--- src/rtl/bsg_path_accel_ctrl.sv ---
// Path-planning accelerator job controller: collects header + map rows, validates, runs the engine with a timeout.
// Latency: CHECK one cycle after last row, result one cycle after done/timeout; input stalls (ready_o=0) outside HDR/ROWS, result held until yumi_i.
module bsg_path_accel_ctrl #(
    parameter int board_width_p = 8,
    parameter int max_cycles_p  = 4096,
    localparam int coord_width_lp = (board_width_p > 1) ? $clog2(board_width_p) : 1
) (
    input  logic                                   clk_i,
    input  logic                                   reset_n_i,
    input  logic [63:0]                            data_i,
    input  logic                                   v_i,
    output logic                                   ready_o,
    output logic [63:0]                            data_o,
    output logic                                   v_o,
    input  logic                                   yumi_i,
    output logic                                   eng_start_o,
    output logic                                   eng_abort_o,
    output logic [board_width_p*board_width_p-1:0] eng_map_o,
    output logic [coord_width_lp-1:0]              eng_start_x_o,
    output logic [coord_width_lp-1:0]              eng_start_y_o,
    output logic [coord_width_lp-1:0]              eng_goal_x_o,
    output logic [coord_width_lp-1:0]              eng_goal_y_o,
    input  logic                                   eng_done_i,
    input  logic                                   eng_found_i,
    input  logic [15:0]                            eng_len_i
);

    localparam int cells_lp = board_width_p * board_width_p;
    localparam int idx_w_lp = $clog2(cells_lp);

    typedef enum logic [2:0] {
        S_HDR,
        S_ROWS,
        S_CHECK,
        S_RUN,
        S_RESULT
    } state_e;

    state_e                    state_q;
    logic [7:0]                sx_q, sy_q, gx_q, gy_q;
    logic [cells_lp-1:0]       map_q;
    logic [coord_width_lp-1:0] row_cnt_q;
    logic [15:0]               cyc_cnt_q;
    logic [15:0]               cyc_cnt_d;
    logic [63:0]               result_q;

    logic                      xfer;
    logic                      last_row;
    logic                      coords_ok;
    logic [idx_w_lp-1:0]       s_idx, g_idx;
    logic                      start_blk, goal_blk;
    logic                      bad_job;
    logic                      timeout_hit;
    logic                      unused_hdr;

    assign ready_o     = (state_q == S_HDR) || (state_q == S_ROWS);
    assign v_o         = (state_q == S_RESULT);
    assign data_o      = result_q;
    assign xfer        = v_i & ready_o;
    assign last_row    = (row_cnt_q == coord_width_lp'(board_width_p - 1));
    assign unused_hdr  = ^data_i[63:32];

    // Range check uses the full 8-bit fields; the engine only sees truncated coordinates.
    assign coords_ok = (32'(sx_q) < board_width_p) && (32'(sy_q) < board_width_p) &&
                       (32'(gx_q) < board_width_p) && (32'(gy_q) < board_width_p);

    assign s_idx = idx_w_lp'(32'(sy_q[coord_width_lp-1:0]) * board_width_p + 32'(sx_q[coord_width_lp-1:0]));
    assign g_idx = idx_w_lp'(32'(gy_q[coord_width_lp-1:0]) * board_width_p + 32'(gx_q[coord_width_lp-1:0]));

    assign start_blk = coords_ok ? map_q[s_idx] : 1'b0;
    assign goal_blk  = coords_ok ? map_q[g_idx] : 1'b0;
    assign bad_job   = !coords_ok || start_blk || goal_blk;

    assign cyc_cnt_d   = (cyc_cnt_q == 16'hFFFF) ? cyc_cnt_q : cyc_cnt_q + 16'd1;
    assign timeout_hit = (32'(cyc_cnt_q) == max_cycles_p);

    // Engine pulses are decoded from the current state so they land in the CHECK / timeout cycle itself.
    assign eng_start_o = (state_q == S_CHECK) && !bad_job;
    assign eng_abort_o = (state_q == S_RUN) && !eng_done_i && timeout_hit;

    assign eng_map_o     = map_q;
    assign eng_start_x_o = sx_q[coord_width_lp-1:0];
    assign eng_start_y_o = sy_q[coord_width_lp-1:0];
    assign eng_goal_x_o  = gx_q[coord_width_lp-1:0];
    assign eng_goal_y_o  = gy_q[coord_width_lp-1:0];

    always_ff @(posedge clk_i or negedge reset_n_i) begin
        if (!reset_n_i) begin
            state_q   <= S_HDR;
            sx_q      <= '0;
            sy_q      <= '0;
            gx_q      <= '0;
            gy_q      <= '0;
            map_q     <= '0;
            row_cnt_q <= '0;
            cyc_cnt_q <= '0;
            result_q  <= '0;
        end else begin
            case (state_q)
                S_HDR: begin
                    if (xfer) begin
                        sx_q      <= data_i[31:24];
                        sy_q      <= data_i[23:16];
                        gx_q      <= data_i[15:8];
                        gy_q      <= data_i[7:0];
                        row_cnt_q <= '0;
                        state_q   <= S_ROWS;
                    end
                end
                S_ROWS: begin
                    if (xfer) begin
                        map_q[32'(row_cnt_q)*board_width_p +: board_width_p] <= data_i[board_width_p-1:0];
                        row_cnt_q <= row_cnt_q + 1'b1;
                        if (last_row) begin
                            state_q <= S_CHECK;
                        end
                    end
                end
                S_CHECK: begin
                    if (bad_job) begin
                        result_q  <= {2'b11, 62'b0};
                        cyc_cnt_q <= '0;
                        state_q   <= S_RESULT;
                    end else begin
                        cyc_cnt_q <= 16'd1;
                        state_q   <= S_RUN;
                    end
                end
                S_RUN: begin
                    cyc_cnt_q <= cyc_cnt_d;
                    if (eng_done_i) begin
                        result_q <= {(eng_found_i ? 2'b00 : 2'b01), 30'b0, cyc_cnt_q,
                                     (eng_found_i ? eng_len_i : 16'h0000)};
                        state_q  <= S_RESULT;
                    end else if (timeout_hit) begin
                        result_q <= {2'b10, 30'b0, cyc_cnt_q, 16'h0000};
                        state_q  <= S_RESULT;
                    end
                end
                S_RESULT: begin
                    if (yumi_i) begin
                        state_q <= S_HDR;
                    end
                end
                default: state_q <= S_HDR;
            endcase
        end
    end

endmodule

--- config.mk ---
export PLATFORM = sky130hd
export DESIGN_NAME = bsg_path_accel_ctrl
export DESIGN_NICKNAME = d
export VERILOG_FILES = /design/src/rtl/bsg_path_accel_ctrl.sv
export SDC_FILE = /design/constraint.sdc
export NUM_CORES = 1
export LEC_CHECK = 0
export ABC_AREA = 1
export CAP_MARGIN = 0
export CORE_ASPECT_RATIO = 0.7
export CORE_MARGIN = 2
export CORE_UTILIZATION = 29
export CTS_CLUSTER_SIZE = 28
export DETAILED_ROUTE_END_ITERATION = 6
export SLEW_MARGIN = 20
export SYNTH_ARGS = -nofsm -noshare
export SYNTH_HDL_FRONTEND = slang
export SYNTH_SLANG_ARGS = --single-unit
--- constraint.sdc ---
create_clock -name clk_i -period 2.7 [get_ports clk_i]
set_clock_uncertainty 0.1 [all_clocks]
set_input_delay 0.675 -clock clk_i [delete_from_list [all_inputs] [get_ports clk_i]]
set_output_delay 0.675 -clock clk_i [all_outputs]
set_load 0.02 [all_outputs]
==> reports/qor.yml <==
arrival_ps: 2070
drtAntennaViolNets: 0
multi_input_area_um2: 3710
grt_max_degree: 56
place_congestion: 0.908
rows: 51
die_w_um: 205
portBuffers: 167
violations: "negative setup slack"
coreArea_um2: 27800
setup_viol_count_final: 1
cp_max_fo: 18
worst_pin_slew_ps: 577
crit_path_end_kind: "output pin"
ys_warn_count: 0
synth_cells: 1030
start_util: 0.296
clkSinkCount: 152
antenna_cells: 0
dr.pass1.iters: 5
rr_worst_depth: 16
synth_compound_area_frac: 0.0832
cp_cell_sequence: "inv_4 > buf_12 > nand2_1 > nand3_1 > nand3_2 > nand2_2 > nand2_1 > nand3_1 > nand2_1 > nand2_1 > nand2_2 > nand4_4 > inv_2 > buf_6"
cpLargestDelayFamily: "simple AND/OR/NAND/NOR gates"
netlist_area_um2: 8230
fmaxAchievable_ghz: 0.352
io_pins: 230
cts_root_buf: "clkbuf_16"
drc: 0
crit_top_cell: "nand2_1"
hold_viol_final: 0
ctsHoldBuffers: 0
yosys-mux-area-fraction: 0.0219
maxCapViolCount: 0
routed_via_density: 4.75
vias: 7875
synth_seq_cells: 152
post-place-ws_ps: -254
status: "finished with violations"
drtIter0Drc: 591
p_sw_w: 0.00553
nFillCells: 2846
dp.cells: 1626
crit_slowest_cell: "dfrtp_2"
finalWorstSetupSlack_ps: -141
internal-power_w: 0.00722
dieArea_um2: 29800
ff2ff_setup_slack_ps: 370
cts_max_level: 4
min_period_over_period: 1.05
wirelength_um: 28400
power_frac_clock: 0.188
synth-xor-area-share: 0.00639
synth.largest_area_cell: "dfrtp_1"
power.density_nw_per_um2: 1100
period_needed_ps: 2840
fin_nets: 1368
r2r-start: "sx_q[0]$_DFFE_PN0P_"
finalMaxSlewViolations: 0
synth_top_family_by_area: "simple AND/OR/NAND/NOR gates"
area_growth_pct: 40.4
max_slew_margin: 0.615
seqPwrFrac: 0.283
yosys.area_share.simple: 0.307
path_buf_inv: 4
cts_tree: "yes"
cts.path.max_buffers: 2
cp-start-kind: "flip-flop"
postLayoutCoreUtil: 0.415
cp_slowest_stage_delay_ps: 450
stdcell_count: 1659
ys_types: 42
drive_gt1_frac: 0.181
worstReg2RegEnd: "data_o[4]$_DFFE_PN0P_"
seq_area_um2: 3810
synth_area_leaders: "dfrtp_1, nand2_1, nand3_1"
synth_fa_ha_area_frac: 0.00913
syn_area_per_cell_um2: 7.99
cp_data_required_time_ps: 1920
cts_buffers: 17
insertion_delay_ps: 440
die_h_um: 145
grt_setup_unrepaired: "yes"
grt_first_pass_wirelength_um: 43800
ys_seq_area_frac: 0.462
power_frac_comb: 0.529
ir_worst_vdd_uv: 468
hold_class: "in2async"
grt_pass1_vias: 7498
path_clk_slew_ps: 70
switching_share: 0.434
grt.total_usage: 0.193
power.leakage_nw: 5.26
wl_per_cell_um: 17.1
dp_hpwl_um: 21000
gr-total-overflow: 0
antenna_found_initial: 1
critPathKind: "reg2out"
yosysTopAreaCellShare: 0.462
## registers in the layout, indices dropped and copies added (netlist names)
signal,cells
gy_q,8
gx_q,8
cyc_cnt_q,16
state_q,3
data_o,34
row_cnt_q,3
eng_map_o,64
sy_q,8
sx_q,8
## power by group through the flow
stage               clock [W]  sequential [W]  combinational, W
global placement            0         0.00359           0.00653
CTS                   0.00245         0.00359           0.00670
detailed placement          0         0.00362           0.00660
global route          0.00255         0.00370           0.00732
finish                0.00240         0.00361           0.00675
floorplan                   0         0.00399           0.00321
## metal layers
layer  share of wire  track usage  vias up
li1                -            -     3826
met1            0.48        0.280     3722
met2            0.42        0.268      293
met3           0.091       0.0723       32
met4           0.014       0.0504        2
met5         0.00046            0        -
## layout by cell type (no fill, tap or decap), types with 6 or more instances in the layout
cell type / count
a21oi_1: 29
buf_12: 11
buf_4: 110
clkbuf_16: 17
clkdlybuf4s50_1: 163
conb_1: 30
dfrtp_1: 150
ha_1: 6
inv_1: 52
inv_2: 11
mux2_2: 16
nand2_1: 312
nand2_2: 22
nand3_1: 146
nand3_2: 8
nand4_1: 14
nor2_1: 41
nor3_1: 12
o21ai_0: 46
o21ai_1: 9
o31ai_1: 12
o41ai_1: 10
## cells in the mapped netlist
cell / number
ha_1: 6
o41ai_1: 10
dfrtp_1: 152
clkinv_1: 3
nor2_4: 2
o31ai_4: 1
buf_4: 45
a211oi_1: 1
nand3_2: 2
o22ai_1: 1
nor2_2: 5
clkinv_2: 1
buf_2: 16
inv_4: 1
xor2_1: 5
nor3_1: 13
nor3_2: 4
mux2_2: 16
a21boi_0: 1
conb_1: 1
a21oi_1: 29
nand2_1: 322
o21ai_1: 9
inv_1: 53
nand4_4: 1
o31ai_1: 12
xnor2_1: 1
buf_6: 12
nand3_1: 152
o21ai_0: 46
nand2_2: 12
o41ai_2: 1
nand2_4: 1
a41oi_1: 1
nor4_1: 5
a31oi_1: 3
clkbuf_1: 17
nor2_1: 41
buf_8: 1
inv_2: 10
nand4_1: 14
clkbuf_4: 1
## cell type report
class | instances | share of cell area
Clock inverter | 11 | 0.0105
Clock buffer | 20 | 0.0387
Timing Repair Buffer | 290 | 0.237
Inverter | 68 | 0.0224
Sequential cell | 152 | 0.330
Multi-Input combinational cell | 747 | 0.321
Tap cell | 371 | 0.0402
## worst max-delay path by stage
| stage | end | cells after the start | start | slack (ps) |
|---|---|---|---|---|
| 2_1_floorplan | eng_start_o | 11 | gx_q[1]$_DFFE_PN0P_ | 430 |
| 3_3_place_gp | eng_start_o | 14 | sx_q[0]$_DFFE_PN0P_ | -230 |
| 3_5_place_dp | eng_start_o | 14 | sx_q[0]$_DFFE_PN0P_ | -250 |
| 4_1_cts | eng_start_o | 13 | sx_q[0]$_DFFE_PN0P_ | -130 |
| 5_1_grt | eng_start_o | 13 | sx_q[0]$_DFFE_PN0P_ | -250 |
| 6_report | eng_start_o | 14 | sx_q[0]$_DFFE_PN0P_ | -140 |
## stage by stage
step	power [W]	hold WS [ps]	instance area [um^2]	TNS, ps
after floorplan	0.00721	279	8340	0
after global placement	0.0101	354	10900	-374
after detailed placement	0.0102	358	10900	-380
after CTS	0.0127	118	11500	-135
after global routing	0.0136	140	11500	-254
final	0.0128	116	11500	-141
## kinds of logic (layout without fill, tap and decap cells)
| kind of cell | Yosys count | after routing |
|---|---|---|
| other | 1 | 30 |
| and+or+nand+nor | 574 | 574 |
| muxes | 16 | 16 |
| xor gates and xnor gates | 6 | 6 |
| DFF | 152 | 152 |
| buffers and inverters | 160 | 389 |
| AOI/OAI and AO/OA | 115 | 115 |
| adders and majority gates | 6 | 6 |
## timing repair
action,CTS,global route
endpoints found under the setup margin,3,2
gates resized for setup,32,8
buffers inserted,2,0
pin swaps,5,3
Power figures use the tool's default switching activity.
